$ cat src/rtl/depacketizer_pkg.sv
// Shared types and flit field-position helpers for the N-VC depacketizer.
// Positions and widths are derived from the flit/VC/address widths of the instantiating block.
package depacketizer_pkg;

   typedef enum logic [1:0] {IDLE, ASSEMBLE, DONE} vc_state_t;

   function automatic int valid_pos(input int wf);
      return wf - 1;
   endfunction

   function automatic int head_pos(input int wf);
      return wf - 2;
   endfunction

   function automatic int tail_pos(input int wf);
      return wf - 3;
   endfunction

   function automatic int vc_lsb(input int wf, input int vcw);
      return wf - 3 - vcw;
   endfunction

   function automatic int dest_lsb(input int wf, input int vcw, input int aw);
      return wf - 3 - vcw - aw;
   endfunction

   function automatic int head_w(input int wf, input int vcw, input int aw);
      return wf - 3 - vcw - aw;
   endfunction

   function automatic int body_w(input int wf, input int vcw);
      return wf - 3 - vcw;
   endfunction

   function automatic int data_idl_w(input int wf, input int nf, input int vcw, input int aw);
      return head_w(wf, vcw, aw) + (nf - 1) * body_w(wf, vcw);
   endfunction

endpackage

$ cat src/rtl/depacketizer_n_vc_rr_arbiter.sv
// Round-robin arbiter: the search starts at the pointer, which moves to the slot
// after the winner whenever a grant is actually taken.
module rr_arbiter #(
   parameter int NUM_VC = 2,
   parameter int IDX_W  = (NUM_VC > 1) ? $clog2(NUM_VC) : 1
) (
   input  logic              clk,
   input  logic              rst,
   input  logic [NUM_VC-1:0] req,
   input  logic              en,
   output logic [NUM_VC-1:0] gnt,
   output logic [IDX_W-1:0]  idx
);

   logic [IDX_W-1:0] ptr;
   logic             found;

   always_comb begin
      gnt   = '0;
      idx   = '0;
      found = 1'b0;
      for (int i = 0; i < NUM_VC; i++) begin
         if (!found && req[(int'(ptr) + i) % NUM_VC]) begin
            found = 1'b1;
            gnt[(int'(ptr) + i) % NUM_VC] = 1'b1;
            idx = IDX_W'((int'(ptr) + i) % NUM_VC);
         end
      end
   end

   always_ff @(posedge clk) begin
      if (rst) begin
         ptr <= '0;
      end else if (en && found) begin
         ptr <= IDX_W'((int'(idx) + 1) % NUM_VC);
      end
   end

endmodule

$ cat src/rtl/depacketizer_n_vc.sv
// Flit-serial depacketizer: reassembles 1..NUM_FLITS-flit packets per virtual channel
// and forwards completed payloads round-robin through a registered valid/ready output.
module depacketizer_n_vc
   import depacketizer_pkg::*;
#(
   parameter int WIDTH_FLIT       = 36,
   parameter int NUM_FLITS        = 4,
   parameter int WIDTH_DATA       = 124,
   parameter int VC_ADDRESS_WIDTH = 1,
   parameter int ADDRESS_WIDTH    = 4
) (
   input  logic                            clk,
   input  logic                            rst,
   input  logic [WIDTH_FLIT-1:0]           flit_in,
   output logic [2**VC_ADDRESS_WIDTH-1:0]  ready_out,
   output logic [WIDTH_DATA-1:0]           data_out,
   output logic                            valid_out,
   output logic [VC_ADDRESS_WIDTH-1:0]     vc_out,
   input  logic                            ready_in,
   output logic                            error_out
);

   localparam int NUM_VC = 2**VC_ADDRESS_WIDTH;
   localparam int VCW    = VC_ADDRESS_WIDTH;
   localparam int HD     = head_w(WIDTH_FLIT, VCW, ADDRESS_WIDTH);
   localparam int BD     = body_w(WIDTH_FLIT, VCW);
   localparam int IDL    = data_idl_w(WIDTH_FLIT, NUM_FLITS, VCW, ADDRESS_WIDTH);
   localparam int CNT_W  = $clog2(NUM_FLITS + 1);

   vc_state_t        state  [NUM_VC];
   logic [IDL-1:0]   buffer [NUM_VC];
   logic [CNT_W-1:0] cnt    [NUM_VC];

   logic             flit_valid, flit_head, flit_tail, take;
   logic [VCW-1:0]   flit_vc;
   logic [HD-1:0]    head_pay;
   logic [BD-1:0]    body_pay;
   logic [NUM_VC-1:0] req, gnt;
   logic [VCW-1:0]   gnt_idx;
   logic             load_en, grant_en;

   assign flit_valid = (flit_in[valid_pos(WIDTH_FLIT)] == 1'b1);
   assign flit_head  = flit_in[head_pos(WIDTH_FLIT)];
   assign flit_tail  = flit_in[tail_pos(WIDTH_FLIT)];
   assign flit_vc    = flit_in[vc_lsb(WIDTH_FLIT, VCW) +: VCW];
   assign head_pay   = flit_in[HD-1:0];
   assign body_pay   = flit_in[BD-1:0];

   // Handshakes: a flit moves when flit_in valid and ready_out[vc]; an output beat
   // moves when valid_out and ready_in. ready_out depends on registered state only.
   always_comb begin
      for (int v = 0; v < NUM_VC; v++) begin
         ready_out[v] = (state[v] != DONE);
         req[v]       = (state[v] == DONE);
      end
   end

   assign take     = flit_valid && ready_out[flit_vc];
   assign load_en  = !valid_out || ready_in;
   assign grant_en = load_en && (|req);

   rr_arbiter #(.NUM_VC(NUM_VC), .IDX_W(VCW)) u_arb (
      .clk (clk),
      .rst (rst),
      .req (req),
      .en  (load_en),
      .gnt (gnt),
      .idx (gnt_idx)
   );

   always_ff @(posedge clk) begin
      if (rst) begin
         for (int v = 0; v < NUM_VC; v++) begin
            state[v]  <= IDLE;
            buffer[v] <= '0;
            cnt[v]    <= '0;
         end
         valid_out <= 1'b0;
         data_out  <= '0;
         vc_out    <= '0;
         error_out <= 1'b0;
      end else begin
         error_out <= 1'b0;
         for (int v = 0; v < NUM_VC; v++) begin
            if (grant_en && gnt[v]) begin
               state[v] <= IDLE;
            end else if (take && flit_vc == VCW'(v)) begin
               if (flit_head) begin
                  // A head always (re)starts the packet; in ASSEMBLE the partial one is lost.
                  if (state[v] == ASSEMBLE) error_out <= 1'b1;
                  buffer[v] <= {head_pay, {(IDL-HD){1'b0}}};
                  cnt[v]    <= CNT_W'(1);
                  state[v]  <= flit_tail ? DONE : ASSEMBLE;
               end else if (state[v] == ASSEMBLE) begin
                  if (cnt[v] < CNT_W'(NUM_FLITS)) begin
                     for (int k = 1; k < NUM_FLITS; k++) begin
                        if (cnt[v] == CNT_W'(k)) buffer[v][IDL-1-HD-(k-1)*BD -: BD] <= body_pay;
                     end
                     cnt[v] <= cnt[v] + CNT_W'(1);
                  end else begin
                     error_out <= 1'b1;
                  end
                  if (flit_tail) state[v] <= DONE;
               end else begin
                  error_out <= 1'b1;
               end
            end
         end
         if (grant_en) begin
            valid_out <= 1'b1;
            data_out  <= buffer[gnt_idx][IDL-1 -: WIDTH_DATA];
            vc_out    <= gnt_idx;
         end else if (load_en) begin
            valid_out <= 1'b0;
         end
      end
   end

endmodule

$ cat config.mk
export PLATFORM = sky130hd
export DESIGN_NAME = depacketizer_n_vc
export DESIGN_NICKNAME = d
export VERILOG_FILES = /design/src/rtl/depacketizer_pkg.sv /design/src/rtl/depacketizer_n_vc_rr_arbiter.sv /design/src/rtl/depacketizer_n_vc.sv
export SDC_FILE = /design/constraint.sdc
export NUM_CORES = 1
export LEC_CHECK = 0
export ABC_AREA = 0
export CORE_AREA = 3 3 173 175
export DETAILED_ROUTE_END_ITERATION = 16
export DIE_AREA = 0 0 176 178
export PLACE_DENSITY = 0.86
export SYNTH_ARGS = -nofsm -noshare
export SYNTH_HDL_FRONTEND = slang
export SYNTH_HIERARCHICAL = 1
export SYNTH_SLANG_ARGS = --single-unit
$ cat constraint.sdc
create_clock -name clk -period 3.7 [get_ports clk]
set_input_delay 0.925 -clock clk [delete_from_list [all_inputs] [get_ports clk]]
set_output_delay 0.925 -clock clk [all_outputs]
set_load 0.01 [all_outputs]
After elaboration in Yosys (flattened, before gate mapping)
Memory sizes are Yosys's and may differ from the RTL's. A register that Yosys moved wholly into a read port is not among the register bits.
Index checks and enable logic that the tools add are counted.
Operators by class
  add/subtract/negate cells: 4
  magnitude comparators: 7
  eq/ne operators: 12
  mux-type cells: 142
  bitwise operators: 21
  reductions and logical operators: 15
Operator list (count)
  $mux W124: 2
  $mux W32: 6
  $mux W1: 119
  $mux W2: 9
  $or A1 B1 Y1: 18
  $eq A3 B2 Y1 const B: 4
  $mux W3: 4
  $logic_and A1 B1 Y1: 10
  $add A3 B1 Y3 const B: 2
  $eq A3 B1 Y1 const B: 2
  $lt A3 B3 Y1 const B: 2
  $eq A2 B1 Y1 const B: 2
  $eq A2 B2 Y1 const B: 2
  $lt A1 B2 Y1 const B: 2
  $ne A2 B2 Y1 const B: 2
  $lt A2 B3 Y1 const B: 1
  $add A1 B1 Y1 const B: 2
  $demux W1 S1: 2
  $ge A2 B1 Y1 const B: 1
  $logic_not A1 Y1: 2
  $or A2 B2 Y2: 1
  $reduce_bool A2 Y1: 1
  $reduce_or A2 Y1: 1
  $and A1 B1 Y1 const A: 1
  other kinds (3): 3
Word-level totals
  register bits after elaboration: 4
  bits in writable memories: 258
  bits of input ports: 39
  output and inout port bits: 129
  memories: 3
Memories
  buffer: depth 2, width 124, rd ports 1, clocked after memory_dff 1, wr ports 2, line depacketizer_n_vc.sv:31  | logic [IDL-1:0] buffer [NUM_VC];
  cnt: depth 2, width 3, rd ports 2, clocked after memory_dff 0, wr ports 2, line depacketizer_n_vc.sv:32  | logic [CNT_W-1:0] cnt [NUM_VC];
  state: depth 2, width 2, rd ports 2, clocked after memory_dff 0, wr ports 2, line depacketizer_n_vc.sv:30  | vc_state_t state [NUM_VC];

Depth between registers and ports, before layout
  depth in word-level cells: 15
  mapped depth: 9
  gate-level depth less buffers: 6

By module
The synthesis kept the hierarchy.
Modules (own cells, without submodules)
  depacketizer_n_vc: instances 1, cells each 1152, area an instance 15534.9 um2
  rr_arbiter: instances 1, cells each 8, area an instance 72.6 um2

Least setup slack after synthesis
No wires, ideal clock.
  kind: input to register
  start point: in rst
  end point: mem buffer[0][32] (netlist bit), enable pin
  arrival: 2.757 ns
  path slack: 0.549 ns
  stages on the path: 5
  buffers on the path: 1
  cell sequence: buf_6 or3b_4 nor3_4 and4_4 nand2b_1
RTL lines
  start: declaration: line depacketizer_n_vc.sv:13  | input logic rst,
  end: declaration: line depacketizer_n_vc.sv:31

==> impl_metrics.py <==
metrics = {
    "routing": {
        "drtAntennaViolNets": 0,
        "drt_iter0_markers": 877,
        "drcViolationCount": 0,
        "wl_met1_um": 14600,
        "wl_met3_um": 2820,
        "wl_per_cell_um": 20.7,
        "wl_um": 36000,
        "drt_first_pass_iters": 5,
        "viasPerCell": 5.64,
        "vias": 9807,
        "route.met2.wl_um": 17800,
        "highest_layer": "met4",
    },
    "critical_path": {
        "critPathMaxFanout": 21,
        "crit_type": "reg -> reg",
        "cp-start-kind": "flip-flop",
        "path_cells": "nand2b_1, inv_2, a21boi_0, o211ai_4, a21oi_1, nand2b_2, buf_12",
        "slowest_stage": "edfxtp_1",
        "critPathMaxStageDelay_ns": 0.43,
        "critical_path_buf_inv_count": 2,
        "cp_top_family": "compound AO/OA/AOI/OAI gates",
        "cp.required_ns": 3.98,
        "worstPathArrival_ns": 3.16,
        "cp-end-kind": "flip-flop",
    },
    "global_routing": {
        "grt_remaining_overflow": 0,
        "grt_pass1_vias": 9712,
        "grt_pass1_wl_um": 55200,
        "grt_usage_pct": 22.9,
        "antenna_found_initial": 0,
        "grt_max_degree": 100,
    },
    "timing": {
        "fin_worst_skew_ns": 0.0133,
        "min_period_over_period_pct": 78.0,
        "timing.setup.tns_ns": 0,
        "fin_ws_ns": 0.813,
        "holdWs_ns": 0.499,
        "worst_slew_pin_slew_ns": 1.19,
        "slew_headroom_pct": 20.1,
        "period_minus_slack_ns": 2.89,
        "grt_setup_unrepaired": "false",
        "setup-violations-final": 0,
        "slew_viol_final": 0,
        "finalHoldViolCount": 0,
        "fmax_mhz": 346,
    },
    "placement": {
        "place_area_um2": 17700,
        "dpl.cell_count": 1668,
        "place_ws_ns": 0.324,
        "io_buffers": 167,
        "place.gp.congestion": 0.833,
        "hpwlAfterDp_um": 23400,
    },
    "yosys": {
        "ys_types": 47,
        "synth-seq-area-share_pct": 66.1,
        "synth_top_area_share_pct": 49.6,
        "synthTopCellsByArea": "edfxtp_1 (50%), dfxtp_1 (16%), mux2i_1 (8.0%)",
        "syn_area_per_cell_um2": 13.5,
        "synth_cells": 1160,
        "synth_ff_type": "edfxtp_1",
        "synth_edf_count": 258,
        "syn_nets": 1207,
        "yosys_warnings": 6,
        "ys_ff_latch": 386,
        "netlist_area_um2": 15600,
        "yosys.area.top_type": "edfxtp_1",
        "async_flop_share_pct": 0,
    },
    "final_layout": {
        "most-common-layout-cells": "edfxtp_1 (258), and2_1 (192), clkdlybuf4s50_1 (166)",
        "finalNonFillerCells": 1739,
        "final_common_cell": "edfxtp_1",
        "layout-drive-gt1-share_pct": 10.3,
        "antennaDiodeCount": 0,
        "area_delta_synth_final_pct": 21.4,
        "fin_area_um2": 18900,
        "fill_cells": 1936,
        "fin_util_pct": 66.2,
        "layout.nets": 1372,
    },
    "clock_tree": {
        "cts_buffers": 39,
        "clk_transition_reported_paths_ns": 0.06,
        "clockBufferDepth": 3,
        "cts_root_buf": "clkbuf_16",
        "cts_resized": 0,
        "clkSinkCount": 386,
        "cts_tree": "done",
        "cts_setup_buffers": 0,
        "ctsHtreeMaxLevel": 2,
        "clk_latency_ns": 0.52,
        "ctsHoldBuffers": 0,
    },
    "power": {
        "total_power_mw": 10.0,
        "ir_worst_vdd_v": 0.000389,
        "p_leak_nw": 6.83,
        "power_density_nw_per_um2": 528,
    },
    "flow_run": {
        "cap_violations": 0,
    },
    "floorplan": {
        "start_util_pct": 54.5,
        "dieWidth_um": 176,
        "pin_count": 168,
        "fp.dieH_um": 178,
        "coreArea_um2": 28600,
        "die_area_um2": 31300,
        "rows": 62,
    },
    "run_status": {
        "status": "completed",
    },
    "min_path": {
        "hp-class": "reg -> reg",
    },
}
==> worst min-delay path: cells and delay by family (launching register included) <==
kind	cells	cell delay [ns]
AOI/OAI and AO/OA	1	0.05
DFF	1	0.31
and+or+nand+nor	1	0.09
==> cells in the mapped netlist, types with 2 or more instances <==
library cell and n:
inv_1 12, and3_1 2, buf_2 24, nand2_1 6, and4_1 3, inv_2 2, nor2b_1 2, and4_4 2
o21bai_1 2, a31oi_1 2, a21boi_0 11, and2_1 192, buf_6 9, buf_4 12, edfxtp_1 258, o21ai_0 3
o211ai_4 2, nand3_1 4, clkbuf_1 26, dfxtp_1 128, mux2i_1 125, a211oi_1 125, nor2_1 134, ha_1 8
a21oi_1 7, nor4b_1 2, nand2b_1 9, a21boi_2 21, clkbuf_2 9
==> sequential cells by signal, summed over array words and instances, names as in the netlist, named ones only <==
signal	count
vc_out	1
cnt	6
state	4
data_out	124
buffer	248
valid_out	1
error_out	1
==> final timing paths <==
| check | cells past startpoint | slack [ns] | endpoint | start |
|---|---|---|---|---|
| min reg2reg | 2 | 0.50 | data_out[31] | data_out[31] |
| max | 7 | 0.81 | buffer[0][13] | state[0][0] |
| min | 2 | 0.50 | data_out[31] | data_out[31] |
| max reg2reg | 7 | 0.81 | buffer[0][13] | state[0][0] |
==> final cells by class <==
| class | instances | area (µm²) | area share [%] |
|---|---|---|---|
| inverters | 14 | 52.6 | 0.277 |
| multi-input cells | 679 | 4830 | 25.5 |
| well taps | 384 | 480 | 2.54 |
| repair buffers | 205 | 2050 | 10.8 |
| clock buffers | 48 | 1020 | 5.38 |
| clock inverters | 23 | 191 | 1.01 |
| flip-flops and latches | 386 | 10300 | 54.4 |
==> per-layer routing <==
metal  GRT usage (%)  up-vias
met2            38.1      415
met4            6.47        0
met1            31.5     4793
li1                -     4538
met3            3.58       61
met5               0        -
==> power breakdown <==
| group | switching [mW] | internal, mW |
|---|---|---|
| Combinational | 0.664 | 0.555 |
| Sequential | 0.143 | 4.90 |
| Clock | 1.61 | 2.12 |
| Total | 2.42 | 7.58 |
==> cells by family after synthesis <==
group	count (synthesis)	synth area share, %
simple gates	366	12.8
flops	386	66.1
mux	125	8.02
fa+ha+maj	8	0.641
compound gates	180	9.26
buf+inv	95	3.27
Note: power is estimated with default switching activity, not from simulation.
==> variant 1: new RTL, same flow settings <==
Reset style: asynchronous (`rst`), changed in 2 clocked blocks.
--- a/src/rtl/depacketizer_n_vc_rr_arbiter.sv
+++ b/src/rtl/depacketizer_n_vc_rr_arbiter.sv
@@ -29,5 +29,5 @@
    end
 
-   always_ff @(posedge clk) begin
+   always_ff @(posedge clk or posedge rst) begin
       if (rst) begin
          ptr <= '0;
--- a/src/rtl/depacketizer_n_vc.sv
+++ b/src/rtl/depacketizer_n_vc.sv
@@ -69,5 +69,5 @@
    );
 
-   always_ff @(posedge clk) begin
+   always_ff @(posedge clk or posedge rst) begin
       if (rst) begin
          for (int v = 0; v < NUM_VC; v++) begin
Function: not settled (the Yosys comparison gave no result); the edit may change what the design does.
==> variant 1 against the unedited design <==
  * Routed wire length is 8.4% higher
  * Setup slack worse by 0.038 ns
  * Sequential cell count is the same
  * Final area is 1.1% higher
  * Critical endpoint is now buffer[17]$_DFFE_PP0P_
  * Largest cell class unchanged
  * Critical path type unchanged
  * Global-route usage grew 2.3 points
  * Synthesized area is 0.50% lower
Power is not compared: it rests on default switching activity, and its combinational part moved more than twofold at a synthesized area within 25%.
==> variant 1: results (changes against the unedited design) <==
- The final HPWL from detailed placement was 24.7 mm (+5.4%).
- The wire length of the first global-routing pass was 62.6 mm (+13%).
- The share of synthesized registers carrying an async set or reset is 1.00 (+1.00).
- The area used by sequential logic in the layout is 9660 µm² (-6.3%).
- The path with the worst hold slack has its endpoint at data_out[20]$_DFFE_PP0N_.
- The number of nets in the layout came to 1446 (+5.4%).
- The number of buffers other than clock buffers in the final layout was 216 (+5.4%).
- The flow ran to the end, and the final reports show no timing, DRC or antenna violations.
- The number of sequential cells in the layout was 386 (unchanged).
- The worst register-to-register path begins at state[0]$_DFFE_PP0P_.
- The clock-cell share of area is 0.0663 (+0.00239).
- The met1 track demand over resource was 0.354 (+0.0389).
- The met2 layer wire length in the routed design is 18.7 mm (+5.0%).
- The reg-to-reg setup timing slack is 0.78 ns (-0.04 ns).
- The distinct cell type count after synthesis was 36 (-23%).
- The clock skew after layout is 0.0193 ns (+0.00597 ns).
- The number of global-route vias before repair is 11300 (+16%).
- The later-pin clock latency in the skew report is 0.54 ns (+0.02 ns).
- The detailed-routing wirelength on met1 came to 16.6 mm (+14%).
- The routing usage on met3 is 0.0458 (+0.0100).
- The routing usage on met2 was 0.405 (+0.0242).
- The worst stage delay on the critical path is 0.84 ns (+0.41 ns).
- The depth of the worst register-to-register path is 6 (-1).
- The fraction of cell area in non-clock buffers is 0.117 (+0.00852).
- By count the netlist is led by 386 x dfrtp_1, 192 x o2bb2ai_1, 161 x nand2_1.
- The global placer's final weighted congestion is 0.808 (-3.0%).
- The growth of design area from synthesis to finish is 23.3%.
- The worst slack on hold paths came to 0.480 ns (-0.0197 ns).
- The count of inverters not on the clock network in the layout was 16 (+2).
- The portion of the post-synthesis area used by sequential elements was 0.622 (-0.0386).
- The fill cell instance count of the final layout was 1957 (+1.1%).
- The worst slew margin relative to its limit is 0.328 (+0.127).
- In the post-synthesis netlist, the biggest area contributors are dfrtp_1 62%, o2bb2ai_1 11%, mux2i_1 8.0%.
- The maximum number of pins on one net before global-route repair came to 103 (+3.0%).
- The synthesized netlist net count came to 1283 (+6.3%).
==> variant 1: worst register-to-register path, stage by stage, from the launching register on <==
cell and delay, ns:
dfrtp_1 0.43, nand2b_2 0.20, inv_1 0.15, o211ai_1 0.84, nand3_2 0.67, buf_12 0.38
o2bb2ai_1 0.17
==> variant 1: worst max-delay path by stage <==
stage                                     from                      end  slack, ns
final                     state[0]$_DFFE_PP0P_   buffer[17]$_DFFE_PP0P_       0.78
after global routing      state[0]$_DFFE_PP0P_  buffer[125]$_DFFE_PP0P_       0.56
after floorplan                            rst    buffer[0]$_DFFE_PP0P_      -2.40
after global placement                ready_in   buffer[70]$_DFFE_PP0P_       0.49
after detailed placement              ready_in   buffer[21]$_DFFE_PP0P_       0.38
after CTS                 state[0]$_DFFE_PP0P_  buffer[125]$_DFFE_PP0P_       0.86
==> variant 1: cell families (layout without fill, tap and decap cells) <==
family | count (synthesis) | in the layout | synth area share
simple gates | 199 | 199 | 0.0541
buf+inv | 109 | 299 | 0.0315
fa+ha+maj | 8 | 8 | 0.00645
compound gates | 353 | 353 | 0.165
mux | 181 | 181 | 0.121
flops | 386 | 386 | 0.622
==> variant 1: stage by stage <==
step,cells,util,power [mW]
6_report,1810,0.669,14.4
4_1_cts,1810,0.669,14.4
3_5_place_dp,1743,0.624,10.5
5_1_grt,1810,0.669,15.1
2_1_floorplan,1236,-,8.57
3_3_place_gp,1743,0.624,10.3
==> variant 1: power by group through the flow <==
stage / clock network (mW) / logic [mW] / registers (mW)
after detailed placement: 0 / 4.39 / 6.08
after floorplan: 0 / 2.45 / 6.12
final: 3.90 / 4.44 / 6.05
after CTS: 3.94 / 4.46 / 6.05
after global routing: 4.12 / 4.83 / 6.18
after global placement: 0 / 4.25 / 6.02
==> variant 2: new RTL, config.mk and constraints unchanged <==
Made on the original files. Put one more register stage on the output `error_out`. The value now appears one clock later. The other outputs are not delayed to match.
--- a/src/rtl/depacketizer_n_vc.sv
+++ b/src/rtl/depacketizer_n_vc.sv
@@ -27,4 +27,6 @@
    localparam int IDL    = data_idl_w(WIDTH_FLIT, NUM_FLITS, VCW, ADDRESS_WIDTH);
    localparam int CNT_W  = $clog2(NUM_FLITS + 1);
+
+   logic error_s0;
 
    vc_state_t        state  [NUM_VC];
@@ -79,7 +81,7 @@
          data_out  <= '0;
          vc_out    <= '0;
-         error_out <= 1'b0;
+         error_s0 <= 1'b0;
       end else begin
-         error_out <= 1'b0;
+         error_s0 <= 1'b0;
          for (int v = 0; v < NUM_VC; v++) begin
             if (grant_en && gnt[v]) begin
@@ -88,5 +90,5 @@
                if (flit_head) begin
                   // A head always (re)starts the packet; in ASSEMBLE the partial one is lost.
-                  if (state[v] == ASSEMBLE) error_out <= 1'b1;
+                  if (state[v] == ASSEMBLE) error_s0 <= 1'b1;
                   buffer[v] <= {head_pay, {(IDL-HD){1'b0}}};
                   cnt[v]    <= CNT_W'(1);
@@ -99,9 +101,9 @@
                      cnt[v] <= cnt[v] + CNT_W'(1);
                   end else begin
-                     error_out <= 1'b1;
+                     error_s0 <= 1'b1;
                   end
                   if (flit_tail) state[v] <= DONE;
                end else begin
-                  error_out <= 1'b1;
+                  error_s0 <= 1'b1;
                end
             end
@@ -117,4 +119,8 @@
    end
 
+   always_ff @(posedge clk) begin
+      error_out <= error_s0;
+   end
+
 endmodule
 
Function: not settled (the Yosys comparison gave no result); the edit may change what the design does.
==> variant 2 against the unedited design <==
  * Global-route usage is 0.48 points lower
  * Routed wire length is 3.0% lower
  * Count of clock-buffer cells in the layout is 2 higher
  * Total power is 1.8% higher
  * Clock skew is 0.0066 ns higher
  * Final area is 0.51% higher
  * Setup slack worse by 0.023 ns
  * Synthesized area is 0.13% higher
  * Sequential cell count is 1 higher
  * Largest cell class unchanged
  * Highest routed layer is now met5
==> variant 2: results (changes against the unedited design) <==
- The flow ran to the end, and the final reports show no timing, DRC or antenna violations.
- The most frequently used flop master after synthesis is edfxtp_1.
- The met1 track demand over resource is 0.302 (-0.0128).
- The worst-case setup margin in the final layout is 0.790 ns (-0.0233 ns).
- The static power due to leakage was 6.89 nW (+0.77%).
- The number of setup violations in the final report is 0 (unchanged).
- The number of nets in the layout is 1374 (+0.15%).
- The clock tree root driver cell is clkbuf_16.
- The final total negative setup slack was 0 ns (unchanged).
- The top layer used by detailed routing is met5.
- The area of the multi-input gates is 4830 µm² (unchanged).
- The initial antenna violation count is 2 (+2).
- The portion of the post-synthesis area used by sequential elements is 0.661 (about the same).
- The number of buffers on the longest clock path was 3 (unchanged).
- The maximum number of pins on one net before global-route repair is 98 (-2.0%).
- The worst stage delay on the critical path was 0.51 ns (+0.08 ns).
- The detailed router's first-iteration violation count came to 758 (-14%).
- The routing usage on met3 came to 0.0483 (+0.0126).
- The launch point of the worst path is state[0][0]$_SDFFCE_PP0P_.
- The biggest fanout along the worst timing path is 27 (+29%).
- The number of non-filler instances in the completed layout is 1741 (+0.12%).
- Sorting the synthesized cells by how often they occur yields 258 x edfxtp_1, 192 x and2_1, 134 x nor2_1.
- The worst slack at placement is 0.413 ns (+0.0891 ns).
- The synthesized netlist net count is 1208 (+0.083%).
- The iteration count of the initial detailed-routing pass was 5 (unchanged).
- The startpoint of the most critical hold path is error_s0$_SDFF_PP0_.
- The routing usage on met2 was 0.361 (-0.0197).
- The largest registers in the layout are buffer (248), data_out (124), cnt (6).
- The reg-to-reg setup timing slack is 0.79 ns (-0.02 ns).
- The detailed-routing wirelength on met1 is 14.0 mm (-4.3%).
- By area the synthesized netlist is led by edfxtp_1 50%, dfxtp_1 17%, mux2i_1 8.0%.
- The wire length of the first global-routing pass is 53.9 mm (-2.4%).
- The worst-margin pin slew is 1.13 ns (-0.0686 ns).
- The overall track demand over capacity in global routing is 0.224 (-0.00485).
- The data arrival time of the critical path is 3.14 ns (-0.02 ns).
- The share of post-route cells with drive strength above 1 is 0.101 (-0.00163).
- The later-pin clock latency in the skew report is 0.52 ns (about the same).
- The worst slack on hold paths is 0.339 ns (-0.161 ns).
- The largest voltage drop on the vdd net is 0.330 mV (-15%).
- The share of synthesized registers carrying an async set or reset is 0 (unchanged).
- The number of enable-type register cells in the synthesized netlist is 258 (unchanged).
- The count of instances resized after the clock tree is built is 0 (unchanged).
- The global placer's final weighted congestion is 0.813 (-2.5%).
- The path class of the tightest hold or removal check is register to register.
- The fill cell instance count of the final layout was 1926 (-0.52%).
- The synthesized netlist cell count is 1161 (+0.086%).
- The amount of wire on met3 after detailed routing is 3.22 mm (+14%).
- The count of vias placed by the detailed router came to 9713 (-0.96%).
- The final HPWL from detailed placement came to 22.7 mm (-3.4%).
- The met2 layer wire length in the routed design came to 16.6 mm (-6.8%).
- The average wire per standard cell was 20.0 µm (-3.2%).
- The total cell area at the placement stage is 17800 µm² (+0.16%).
- The slowest stage of the critical path is the a21oi_1 cell.
- The clock skew after layout is 0.0199 ns (+0.00657 ns).
variant 2: area by class of cell:
cell class,instances,share of cell area
Sequential cell,387,0.543
Multi-Input combinational cell,679,0.254
Timing Repair Buffer,206,0.108
Clock buffer,50,0.0567
Tap cell,384,0.0252
Clock inverter,21,0.0105
Inverter,14,0.00276
variant 2: cell families after synthesis:
kind of cell	after synthesis	synth area share
adders and majority gates	8	0.00641
AOI/OAI and AO/OA	180	0.0925
muxes	125	0.0801
DFF	387	0.661
and+or+nand+nor	366	0.127
buffers and inverters	95	0.0327
variant 2: path summary, 6_finish.rpt:
kind / cells after the start / to
min: 0 / error_out$_DFF_P_
max reg2reg: 7 / buffer[0][99]$_DFFE_PP_
max: 7 / buffer[0][99]$_DFFE_PP_
min reg2reg: 0 / error_out$_DFF_P_
variant 2: where the power goes:
| group | internal [mW] | switching, mW | total [mW] |
|---|---|---|---|
| logic | 0.557 | 0.654 | 1.21 |
| registers | 4.92 | 0.141 | 5.06 |
| clock network | 2.34 | 1.57 | 3.91 |
